**config.mk**
```make
export PLATFORM = sky130hd
export DESIGN_NAME = blood_sample_sequencer
export DESIGN_NICKNAME = d
export VERILOG_FILES = /design/src/rtl/blood_sample_sequencer.sv
export SDC_FILE = /design/constraint.sdc
export NUM_CORES = 1
export LEC_CHECK = 0
export BUFFER_PORTS_ARGS = -buffer_cell sky130_fd_sc_hd__buf_4
export CAP_MARGIN = 20
export CORE_UTILIZATION = 48
export CTS_CLUSTER_DIAMETER = 100
export DETAILED_ROUTE_END_ITERATION = 7
export HOLD_SLACK_MARGIN = 0.12
export PLACE_DENSITY = 0.71
export SLEW_MARGIN = 20
export SYNTH_ARGS = -nofsm -noshare
export SYNTH_HDL_FRONTEND = slang
export SYNTH_SLANG_ARGS = --single-unit
```
**constraint.sdc**
```tcl
create_clock -name clk -period 3.45 [get_ports clk]
set_input_delay 0.345 -clock clk [delete_from_list [all_inputs] [get_ports clk]]
set_output_delay 0.345 -clock clk [all_outputs]
set_load 0.01 [all_outputs]
```
**src/rtl/blood_sample_sequencer.sv**
```systemverilog
`default_nettype none
// ============================================================================
// Module   : blood_sample_sequencer
// Brief    : Feeds pH/type samples to a combinational abnormality detector,
//            captures each verdict after a settle window, keeps statistics.
// Revision : 1.0
// ============================================================================
module blood_sample_sequencer #(
    parameter int SETTLE_CYCLES = 2,
    parameter int COUNT_W       = 8,
    parameter int ALARM_THRESH  = 3
) (
    input  logic               clk,
    input  logic               rst_n,
    input  logic               sampleValid,
    output logic               sampleReady,
    input  logic [3:0]         sampleBloodPH,
    input  logic [2:0]         sampleBloodType,
    output logic [3:0]         bloodPH,
    output logic [2:0]         bloodType,
    input  logic               bloodAbnormality,
    output logic               resultValid,
    input  logic               resultReady,
    output logic               resultAbnormal,
    output logic [3:0]         resultPH,
    output logic [2:0]         resultType,
    input  logic               clrStats,
    output logic [COUNT_W-1:0] sampleCount,
    output logic [COUNT_W-1:0] abnormalCount,
    output logic               alarm
);
    typedef enum logic [1:0] {
        S_IDLE   = 2'd0,
        S_SETTLE = 2'd1,
        S_REPORT = 2'd2
    } state_t;

    localparam logic [3:0]         c_settle_load = 4'(SETTLE_CYCLES - 1);
    localparam logic [COUNT_W-1:0] c_count_max   = {COUNT_W{1'b1}};
    localparam logic [COUNT_W-1:0] c_thresh      = COUNT_W'(ALARM_THRESH);
    localparam logic [COUNT_W-1:0] c_one         = COUNT_W'(1);

    state_t             state_q, state_d;
    logic [3:0]         settle_q, settle_d;
    logic [3:0]         ph_q, ph_d;
    logic [2:0]         type_q, type_d;
    logic               res_valid_q, res_valid_d;
    logic               res_abn_q, res_abn_d;
    logic [3:0]         res_ph_q, res_ph_d;
    logic [2:0]         res_type_q, res_type_d;
    logic [COUNT_W-1:0] sample_cnt_q, sample_cnt_d;
    logic [COUNT_W-1:0] abn_cnt_q, abn_cnt_d;
    logic [COUNT_W-1:0] run_q, run_d;
    logic               alarm_q, alarm_d;
    logic               w_capture;

    always_comb begin
        state_d      = state_q;
        settle_d     = settle_q;
        ph_d         = ph_q;
        type_d       = type_q;
        res_valid_d  = res_valid_q;
        res_abn_d    = res_abn_q;
        res_ph_d     = res_ph_q;
        res_type_d   = res_type_q;
        sample_cnt_d = sample_cnt_q;
        abn_cnt_d    = abn_cnt_q;
        run_d        = run_q;
        w_capture    = (state_q == S_SETTLE) && (settle_q == 4'd0);

        case (state_q)
            S_IDLE: begin
                if (sampleValid) begin
                    ph_d     = sampleBloodPH;
                    type_d   = sampleBloodType;
                    settle_d = c_settle_load;
                    state_d  = S_SETTLE;
                end
            end
            S_SETTLE: begin
                if (settle_q == 4'd0) begin
                    res_abn_d   = bloodAbnormality;
                    res_ph_d    = ph_q;
                    res_type_d  = type_q;
                    res_valid_d = 1'b1;
                    state_d     = S_REPORT;
                end else begin
                    settle_d = settle_q - 4'd1;
                end
            end
            S_REPORT: begin
                if (resultReady) begin
                    res_valid_d = 1'b0;
                    state_d     = S_IDLE;
                end
            end
            default: state_d = S_IDLE;
        endcase

        if (w_capture) begin
            sample_cnt_d = (sample_cnt_q == c_count_max) ? sample_cnt_q : sample_cnt_q + c_one;
            if (bloodAbnormality) begin
                abn_cnt_d = (abn_cnt_q == c_count_max) ? abn_cnt_q : abn_cnt_q + c_one;
                run_d     = (run_q == c_count_max) ? run_q : run_q + c_one;
            end else begin
                run_d = '0;
            end
        end

        // A clear on the capture edge drops that verdict from the statistics.
        if (clrStats) begin
            sample_cnt_d = '0;
            abn_cnt_d    = '0;
            run_d        = '0;
        end

        alarm_d = (run_d >= c_thresh);
    end

    always_ff @(posedge clk or negedge rst_n) begin
        if (!rst_n) begin
            state_q      <= S_IDLE;
            settle_q     <= 4'd0;
            ph_q         <= 4'd0;
            type_q       <= 3'd0;
            res_valid_q  <= 1'b0;
            res_abn_q    <= 1'b0;
            res_ph_q     <= 4'd0;
            res_type_q   <= 3'd0;
            sample_cnt_q <= '0;
            abn_cnt_q    <= '0;
            run_q        <= '0;
            alarm_q      <= 1'b0;
        end else begin
            state_q      <= state_d;
            settle_q     <= settle_d;
            ph_q         <= ph_d;
            type_q       <= type_d;
            res_valid_q  <= res_valid_d;
            res_abn_q    <= res_abn_d;
            res_ph_q     <= res_ph_d;
            res_type_q   <= res_type_d;
            sample_cnt_q <= sample_cnt_d;
            abn_cnt_q    <= abn_cnt_d;
            run_q        <= run_d;
            alarm_q      <= alarm_d;
        end
    end

    assign sampleReady    = (state_q == S_IDLE);
    assign bloodPH        = ph_q;
    assign bloodType      = type_q;
    assign resultValid    = res_valid_q;
    assign resultAbnormal = res_abn_q;
    assign resultPH       = res_ph_q;
    assign resultType     = res_type_q;
    assign sampleCount    = sample_cnt_q;
    assign abnormalCount  = abn_cnt_q;
    assign alarm          = alarm_q;

endmodule
`default_nettype wire

```
**After elaboration in Yosys (flattened, before gate mapping)**

Index checks and enable logic that the tools add are counted.

- Multiplexer cells: 21
- Add/sub/neg operators: 4
- Reduce and logical (&&, ||, !) cells: 14
- Eq/ne operators: 11
- $lt $le $gt $ge: 1

Operator list:

| kind | number |
|---|---|
| $mux 8 | 11 |
| $add 8x1->8 const B | 3 |
| $eq 8x8->1 const B | 3 |
| $reduce_and 3->1 | 4 |
| $ne 2x2->1 const B | 5 |
| $ge 8x2->1 const B | 1 |
| $mux 4 | 2 |
| $pmux 4 s2 | 1 |
| $reduce_bool 2->1 | 4 |
| $mux 2 | 3 |
| $pmux 2 s3 | 1 |
| $reduce_and 2->1 | 3 |
| $logic_not 4->1 | 1 |
| $sub 4x1->4 const B | 1 |
| $eq 2x1->1 const B | 1 |
| $eq 2x2->1 const B | 1 |
| $logic_not 2->1 | 1 |
| $mux 1 | 2 |
| $ne 2x1->1 const B | 1 |
| $pmux 1 s2 | 1 |
| $logic_and 1x1->1 | 1 |

- Register bits after elaboration: 47

**Logic depth before layout (Yosys ltp)**

Gate-level depths: netlist (run 1).

- Word-level depth: 6
- Depth in mapped cells: 9

**Worst setup path before layout (run 1)**

No wires, ideal clock.

- Path kind: flip-flop to flip-flop
- Start: register settle_q[0]
- End: register alarm_q (netlist: alarm)
- Setup slack: 1.536 ns
- Stages on the path, launching flop included: 10
- Data required time: 3.314 ns
- Library setup time: 0.136 ns
- Data arrival time: 1.778 ns
- Cell sequence: dfrtp_1 > inv_1 > ha_1 > or3b_1 > buf_6 > nor2_4 > buf_6 > a21oi_1 > nor4_1 > nand4b_1

- Word-level cells in the longest chain between the ends: 5

Ends and longest elaborated chain:

| item | RTL line | RTL |
|---|---|---|
| start, declared | 44 | `logic [3:0] settle_q, settle_d;` |
| start signal, assigned | 136 | `settle_q <= settle_d;` |
| $logic_not 4->1 | 69 | `w_capture = (state_q == S_SETTLE) && (settle_q == 4'd0);` |
| $logic_and 1x1->1 | 69 |  |
| $mux 8 | 100 | `if (w_capture) begin` |
| $mux 8 | 111 | `if (clrStats) begin` |
| $ge 8x2->1 | 117 | `alarm_d = (run_d >= c_thresh);` |
| via alarm_d | 54 | `logic alarm_q, alarm_d;` |
| end signal, assigned | 146 | `alarm_q <= alarm_d;` |
| end, declared | 54 |  |

The timed path passes the listed nets, and every way through them passes these cells.
A chain may end at the register's enable or synchronous reset.

**Worst setup path in the final report (run 1)**

Ends and elaborated chain as after synthesis.

==> flow_summary.json, run 1 <==
{
  "leakagePower_nw": 1.289,
  "hold_path_depth": 2,
  "synth_seq_area_share": 0.5008,
  "synthFlopType": "dfrtp_1",
  "cp_max_fo": 14,
  "cts.sinks": 47,
  "fp.dieArea_um2": 5176,
  "dieHeight_um": 71.95,
  "worst_pin_slew_ps": 586.8,
  "worst_clock_skew_ps": 9.020,
  "num_rows": 25,
  "crit_path_start_kind": "flip-flop",
  "post_cts_resized": 0,
  "status": "completed",
  "io_buffers": 46,
  "cts_root_buf": "clkbuf_8",
  "min_path_type": "in -> reg",
  "vias_per_cell": 5.333,
  "antenna_found_initial": 0,
  "post-route-util": 0.5974,
  "ys_seq_elements": 47,
  "antennaDiodeCount": 0,
  "cts_setup_buffers": 0,
  "grt_max_degree": 48,
  "path_class": "reg -> reg",
  "antenna_left": 0,
  "setup_viol": 0,
  "setup_slack_ps": 1242,
  "async_flop_share": 1.000,
  "drv_cap": 0,
  "synth_edf_count": 0,
  "powerDensity_nw_per_um2": 652.5,
  "syn_area_um2": 2349,
  "numCtsBuffers": 5,
  "instances_no_fill": 345,
  "grt_pass1_wl_um": 7672,
  "final_max_slew_viol_count": 0,
  "synthToLayoutAreaGrowth_pct": 20.14,
  "drive_above_1_share": 0.2590,
  "period_needed_ps": 2208,
  "ys_types": 46,
  "overflow": 0,
  "final-hold-violation-count": 0,
  "firstDrtPassIters": 5,
  "hold_buffers": 1,
  "finalSetupTns_ps": 0,
  "worstPathArrival_ps": 2380,
  "avgSynthCellArea_um2": 10.12,
  "finalWeightedCongestion": 0.8139,
  "nFillCells": 420,
  "reg2reg_depth": 7,
  "core_area_um2": 4723,
  "endpoint_kind": "flip-flop",
  "cts_buffer_depth": 2,
  "synthTopCellsByArea": "dfrtp_1, nand2_1, nor2_1",
  "post-place-ws_ps": 1227,
  "syn-instance-count": 232,
  "cts_htree_levels": 2,
  "clock.fmax_mhz": 452.9,
  "fin_area_um2": 2821,
  "synth_top_area_frac": 0.5008,
  "grt_setup_unrepaired": "no",
  "clkLatencyLatePin_ps": 300,
  "drt-initial-drc-count": 113,
  "syn_nets": 249,
  "wl_per_cell_um": 13.48,
  "track_usage": 0.1904,
  "grt_pass1_vias": 1675,
  "layout.nets": 294,
  "path_clk_slew_ps": 90,
  "holdWs_ps": 232.0,
  "num_vias": 1840,
  "peakVddDrop_uv": 460.8,
  "num_io_pins": 47,
  "placed_area_um2": 2699,
  "initial_core_util": 0.4972,
  "detailed_place_hpwl_um": 3195,
  "total_power_mw": 1.841,
  "die_w_um": 71.95,
  "synth_area_leader_cell": "dfrtp_1",
  "drt-total-wl_um": 4651,
  "maxSlewHeadroom": 0.6088,
  "drc": 0,
  "critPathRequiredTime_ps": 3620,
  "finalCritPeriodShare": 0.6399,
  "tritoncts": "built",
  "dp_cells": 336,
  "ys_warn_count": 0
}
routing by layer:
metal / track usage / vias up / part of all wire
met5: 0 / - / 0
met4: 0.05664 / 0 / 0.013
met3: 0.03889 / 7 / 0.037
met2: 0.3208 / 47 / 0.48
met1: 0.2498 / 892 / 0.47
li1: - / 894 / -
synthesized netlist by cell type (3+ instances only):
master,count
clkbuf_1,3
nand3_1,6
mux2_2,7
a21oi_1,8
xor2_1,9
ha_1,4
o31ai_1,3
and2_1,3
a31oi_1,3
nand4_1,6
nor3_1,8
nor2_1,25
xnor2_1,6
dfrtp_1,47
and4_1,3
o21ai_0,6
o2111ai_1,3
a211oi_1,4
nand2_1,36
inv_1,7
state kept, by name, summed over array words and instances, names as in the netlist:
name,cells
abnormalCount,8
alarm,1
bloodPH,4
bloodType,3
resultAbnormal,1
resultPH,4
resultType,3
resultValid,1
run_q,8
sampleCount,8
settle_q,4
state_q,2
power breakdown:
group | switching, mW | internal [mW] | total, mW
clock network | 0.186 | 0.216 | 0.402
logic | 0.357 | 0.297 | 0.655
registers | 0.103 | 0.682 | 0.785
cells in the final DEF, fill, tap and decap left out, types with 2 or more instances in the layout:
master     count
a31oi_1        3
and2_1         3
nor2_1        25
nand4b_1       2
xnor2_1        6
nor3_1         8
a211oi_1       4
xor2_1         9
inv_1          7
nand2_1       36
a21oi_1        8
mux2i_1        2
buf_4         46
nand4_1        6
and3_2         2
o31ai_1        3
nor2b_1        2
a41oi_1        2
mux2_2         7
o21ai_0        6
nand3_1        6
clkbuf_8       5
nand2b_1       2
dfrtp_1       47
o2111ai_1      3
and4_1         3
and3_1         2
ha_1           4
path summary, 6_finish.rpt:
kind,from,slack (ps),end
max,settle_q[0],1240,alarm
min in group asynchronous,rst_n,580,abnormalCount[2]
max reg2reg,settle_q[0],1240,alarm
min reg2reg,resultPH[0],480,resultPH[0]
min,resultReady,230,state_q[1]
max in group asynchronous,rst_n,2450,alarm
area by class of cell:
type	instances	area, µm²	share of cell area
inverters	7	26.28	0.009313
well taps	67	83.83	0.02971
repair buffers	47	355.3	0.1259
multi-input cells	169	1067	0.3783
clock buffers	5	68.82	0.02439
flip-flops and latches	47	1176	0.4169
clock inverters	3	43.79	0.01552
critical path: stages, from the launching register on:
cell	delay [ps]
dfrtp_1	410
inv_1	70
ha_1	160
or3b_1	490
nor2_4	360
a21oi_1	130
nor4_1	330
nand4b_1	130
logic make-up after synthesis:
group                      synth area share
muxes                               0.04209
and+or+nand+nor                      0.2211
DFF                                  0.5008
AOI/OAI and AO/OA                    0.1140
adders and majority gates           0.02131
buffers and inverters               0.04475
xor gates and xnor gates            0.05594
Power figures use the tool's default switching activity.
==> run 2: changes to the inputs <==
ABC_AREA = 1   (was default)
PLACE_DENSITY = 0.74   (was 0.71)
clock period = 2 ns   (was 3.45 ns; I/O delays follow)
==> run 2 against run 1 <==
  * Maximum frequency increased by 23%
  * Register-to-register slack got worse by 1000 ps
  * Clock skew decreased by 2.2 ps
  * Synthesized area increased by 3.5%
  * Global-route usage increased by 2.5 points
  * Largest cell class unchanged
  * Largest power group unchanged
==> flow_summary.json, run 2 <==
{
  "drc": 0,
  "syn-instance-count": 302,
  "antenna_found_initial": 0,
  "die_w_um": 73.15,
  "numCtsBuffers": 5,
  "finalWeightedCongestion": 0.7970,
  "worst_pin_slew_ps": 575.5,
  "synth_most_common_cell": "nand2_1",
  "post-route-util": 0.6392,
  "synthTopCellsByArea": "dfrtp_1, nand2_1, nand3_1",
  "layout_common_cells": "nand2_1, buf_4, dfrtp_1, inv_1, nor2_1",
  "finalCritPeriodShare": 0.8966,
  "post-place-ws_ps": 251.4,
  "grt_pass1_vias": 2003,
  "fp.dieArea_um2": 5351,
  "pwr-share-clk": 0.214,
  "synth_area_leader_cell": "dfrtp_1",
  "track_usage": 0.2158,
  "path_clk_slew_ps": 80,
  "synth_edf_count": 0,
  "detailed_place_hpwl_um": 3583,
  "grt_max_degree": 48,
  "firstDrtPassIters": 4,
  "status": "completed",
  "layout.nets": 380,
  "fin_area_um2": 3059,
  "ys_seq_elements": 47,
  "peakVddDrop_uv": 883.3,
  "setup_viol": 0,
  "avgSynthCellArea_um2": 8.046,
  "overflow": 0,
  "period_needed_ps": 1793,
  "placed_area_um2": 2836,
  "syn_area_um2": 2430,
  "final-hold-violation-count": 0,
  "cp_max_fo": 15,
  "worstPathArrival_ps": 1980,
  "wl_per_cell_um": 11.78,
  "dieHeight_um": 73.15,
  "vias_per_cell": 4.896,
  "powerDensity_nw_per_um2": 1091,
  "seqPwrFrac": 0.415,
  "drt-total-wl_um": 5076,
  "antennaDiodeCount": 0,
  "instances_no_fill": 431,
  "antenna_left": 0,
  "async_flop_share": 1.000,
  "synthToLayoutAreaGrowth_pct": 25.90,
  "drt-initial-drc-count": 111,
  "path_class": "reg -> reg",
  "power.internal_mw": 2.103,
  "drive_above_1_share": 0.2253,
  "synthTopCellsByCount": "nand2_1, dfrtp_1, inv_1",
  "synth_top_area_frac": 0.4840,
  "pwr-share-comb": 0.371,
  "initial_core_util": 0.5077,
  "ys_warn_count": 0,
  "cts.sinks": 47,
  "grt_pass1_wl_um": 8845,
  "leakagePower_nw": 1.603,
  "clkLatencyLatePin_ps": 300,
  "endpoint_kind": "flip-flop",
  "swShare": 0.3700,
  "final_common_cell": "nand2_1",
  "dp_cells": 412,
  "worst_clock_skew_ps": 6.828,
  "holdWs_ps": 157.2,
  "num_io_pins": 47,
  "min_path_type": "in -> reg",
  "synthFlopType": "dfrtp_1",
  "maxSlewHeadroom": 0.6163,
  "cts_buffer_depth": 2,
  "tritoncts": "built",
  "num_vias": 2110,
  "drv_cap": 0,
  "critPathRequiredTime_ps": 2190,
  "post_cts_resized": 0,
  "setup_slack_ps": 206.8,
  "finalSetupTns_ps": 0,
  "power.switching_mw": 1.235,
  "core_area_um2": 4786,
  "total_power_mw": 3.338,
  "io_buffers": 46,
  "final_max_slew_viol_count": 0,
  "cts_root_buf": "clkbuf_8",
  "cts_htree_levels": 2,
  "syn_nets": 319,
  "crit_path_start_kind": "flip-flop",
  "ys_types": 32,
  "synth_seq_area_share": 0.4840,
  "clock.fmax_mhz": 557.7,
  "num_rows": 25
}
-- run 2: cell count changes after synthesis, sizes merged, moves of 3 or more --
cell	change
nand2	+84
inv	+23
nand3	+17
mux2	-7
a211oi	-6
nor3	-6
nor2	+5
o21ai	+5
xnor2	-5
and3	-4
clkbuf	-4
o2111ai	-4
and2	-3
and4	-3
-- run 2: critical path, stage by stage, from the launching register on --
cell	delay, ps
dfrtp_1	410
inv_1	70
ha_1	240
nand2_2	140
nor2_8	260
buf_4	170
nand4_2	90
nand3_2	100
nand2_1	50
nor2_1	100
nand2_1	60
-- run 2: what timing repair did --
item,4_1_cts,5_1_grt
endpoints found under the hold margin,55,0
hold buffers,9,0
buffers inserted,0,2
setup endpoints to repair,0,1
-- run 2: cells by family after synthesis --
| group | synth area share |
|---|---|
| AND/OR/NAND/NOR | 0.3507 |
| flip-flops | 0.4840 |
| buffers and inverters | 0.05870 |
| AO/OA/AOI/OAI | 0.05355 |
| XOR/XNOR | 0.03244 |
| adder cells (fa/ha/maj) | 0.02060 |
-- run 2: worst paths after layout --
| kind | from | to | slack, ps | depth (start not counted) |
|---|---|---|---|---|
| max reg2reg | settle_q[0] | alarm | 210 | 10 |
| min in group asynchronous | rst_n | sampleCount[4] | 440 | 2 |
| max in group asynchronous | rst_n | run_q[5] | 1170 | 2 |
| max | settle_q[0] | alarm | 210 | 10 |
| min reg2reg | resultPH[3] | resultPH[3] | 490 | 2 |
| min | bloodAbnormality | resultAbnormal | 160 | 3 |
-- run 2: layer usage --
metal | up-vias | wire [µm] | global-route usage
li1 | 1072 | - | -
met1 | 990 | 2266 | 0.2744
met2 | 46 | 2588 | 0.3704
met3 | 2 | 205 | 0.03867
met4 | 0 | 15 | 0.07190
met5 | - | 0 | 0
-- run 2: cell type report --
type	count	area [µm²]
clock buffer	6	82.58
fill	426	1727
timing repair buffer	57	450.4
clock inverter	2	35.03
tap	67	83.83
inverter	32	120.1
sequential	47	1176
multi-input combinational	220	1111
-- run 2: power by group through the flow --
stage,Clock (mW),Sequential [mW],Combinational (mW)
after global routing,0.778,1.42,1.38
after floorplan,0,1.44,0.704
after global placement,0,1.39,1.17
final,0.713,1.39,1.24
after detailed placement,0,1.39,1.21
after CTS,0.734,1.38,1.23
==> run 3: changes to the inputs <==
ABC_AREA = default   (was 1)
PLACE_DENSITY = 0.71   (was 0.74)
clock period = 2.05 ns   (was 2 ns; I/O delays follow)
==> run 3 against run 2 <==
  * Via count down 12%
  * Combinational power about the same
  * Worst setup slack worse by 100 ps
  * Critical endpoint is now abnormalCount[5]
  * Highest routed layer unchanged
==> flow_summary.json, run 3 (synthesis results as in run 1) <==
{
  "antennaDiodeCount": 0,
  "clock.fmax_mhz": 514.6,
  "clkLatencyLatePin_ps": 300,
  "peakVddDrop_uv": 717.4,
  "finalWeightedCongestion": 0.8484,
  "final-hold-violation-count": 0,
  "layout_common_cells": "buf_4, dfrtp_1, nand2_1, nor2_1, xor2_1",
  "r2r_slack_ps": 110,
  "drive_above_1_share": 0.2822,
  "dp_cells": 340,
  "worstPathArrival_ps": 2130,
  "drt-initial-drc-count": 145,
  "num_io_pins": 47,
  "pwr-share-clk": 0.222,
  "status": "completed",
  "antenna_found_initial": 0,
  "finalCritPeriodShare": 0.9479,
  "pwr-share-comb": 0.374,
  "endpoint_kind": "flip-flop",
  "wl_per_cell_um": 13.29,
  "maxSlewHeadroom": 0.6188,
  "num_rows": 25,
  "cts_htree_levels": 2,
  "crit_end": "abnormalCount[5]",
  "grt_pass1_wl_um": 7824,
  "worst_clock_skew_ps": 6.687,
  "drt-total-wl_um": 4704,
  "vias_per_cell": 5.268,
  "period_needed_ps": 1943,
  "finalSetupTns_ps": 0,
  "final_max_slew_viol_count": 0,
  "io_buffers": 46,
  "fp.dieArea_um2": 5176,
  "firstDrtPassIters": 4,
  "drc": 0,
  "instances_no_fill": 354,
  "core_area_um2": 4723,
  "nFillCells": 422,
  "final_common_cell": "buf_4",
  "die_w_um": 71.95,
  "cts.sinks": 47,
  "grt_pass1_vias": 1709,
  "reg2reg_depth": 7,
  "drv_cap": 0,
  "rr_startpoint": "settle_q[1]",
  "swShare": 0.3456,
  "detailed_place_hpwl_um": 3222,
  "critPathRequiredTime_ps": 2240,
  "seqPwrFrac": 0.403,
  "routed-wl-met3_um": 163,
  "cp_max_fo": 9,
  "path_class": "reg -> reg",
  "r2r-end": "abnormalCount[5]",
  "setup_viol": 0,
  "cp-startpoint": "settle_q[1]",
  "numCtsBuffers": 5,
  "path_clk_slew_ps": 90,
  "dieHeight_um": 71.95,
  "tritoncts": "built",
  "top_layer": "met4",
  "power.internal_mw": 2.140,
  "layout.nets": 303,
  "drt-met1-wl_um": 2223,
  "track_usage": 0.1943,
  "synthToLayoutAreaGrowth_pct": 24.93,
  "wl_met2_um": 2255,
  "initial_core_util": 0.4972,
  "overflow": 0,
  "cts_buffer_depth": 2,
  "min_path_type": "in -> reg",
  "leakagePower_nw": 1.340,
  "grt_max_degree": 48,
  "worst_pin_slew_ps": 571.8,
  "num_vias": 1865,
  "cts_root_buf": "clkbuf_8",
  "power.switching_mw": 1.130,
  "powerDensity_nw_per_um2": 1114,
  "crit_path_start_kind": "flip-flop",
  "antenna_left": 0
}
==> run 3: cell types whose count changed in the layout (fill, tap and decap cells not counted), sizes merged, moves of 6 or more <==
| cell | change |
|---|---|
| nand2 | -84 |
| inv | -22 |
| nand3 | -17 |
| mux2 | +7 |
| a211oi | +6 |
| nor3 | +6 |
==> run 3: worst min-delay path by stage <==
| stage | from | to | slack (ps) | depth (start not counted) |
|---|---|---|---|---|
| 3_3_place_gp | rst_n | abnormalCount[3] | 250 | 1 |
| 5_1_grt | sampleBloodType[2] | bloodType[2] | 120 | 2 |
| 4_1_cts | sampleBloodPH[0] | bloodPH[0] | 120 | 2 |
| 6_report | sampleBloodType[2] | bloodType[2] | 130 | 2 |
| 3_5_place_dp | rst_n | abnormalCount[4] | 250 | 1 |
| 2_1_floorplan | rst_n | abnormalCount[0] | -90 | 0 |
==> run 3: final cells by class <==
class / instances / area [µm²] / area share
Clock inverter: 2 / 38.79 / 0.01322
Inverter: 7 / 26.28 / 0.008955
Tap cell: 67 / 83.83 / 0.02857
Sequential cell: 47 / 1176 / 0.4009
Clock buffer: 6 / 82.58 / 0.02815
Multi-Input combinational cell: 169 / 1096 / 0.3736
Timing Repair Buffer: 56 / 430.4 / 0.1467
==> run 3: repair_timing <==
action,CTS,global route
resized for setup,0,5
pin swaps,1,3
hold endpoints to repair,48,2
setup endpoints to repair,5,15
hold buffers,2,2
setup buffers,0,2
==> run 3: metrics by stage <==
stage               hold slack [ps]  setup WS [ps]  utilization  power, mW  area, µm²
global route                  120.2         -30.79       0.6212      3.497       2934
finish                        125.7          106.7       0.6212      3.270       2934
global placement              252.3          25.21       0.5777      2.475       2729
CTS                           120.7         -6.808       0.6077      3.225       2870
detailed placement            252.8         -26.20       0.5777      2.496       2729
floorplan                    -90.59          136.0            -      2.047       2349
==> run 3: routing by layer <==
layer | vias up | global-route usage
li1 | 922 | -
met1 | 903 | 0.2705
met2 | 34 | 0.3061
met3 | 6 | 0.04444
met4 | 0 | 0.05882
met5 | - | 0
==> run 3: power groups by stage <==
stage	Sequential, mW	Clock (mW)	Combinational (mW)
after floorplan	1.39	0	0.660
after global placement	1.33	0	1.15
after detailed placement	1.33	0	1.17
after CTS	1.31	0.741	1.17
after global routing	1.36	0.773	1.37
final	1.32	0.727	1.22
==> run 3: critical path, cell delays in order (launching register included) <==
cell and delay (ps):
dfrtp_1 400, inv_1 60, ha_1 180, nor3b_4 400
o2111ai_4 280, nor3_1 300, xnor2_1 160, nor2_1 50
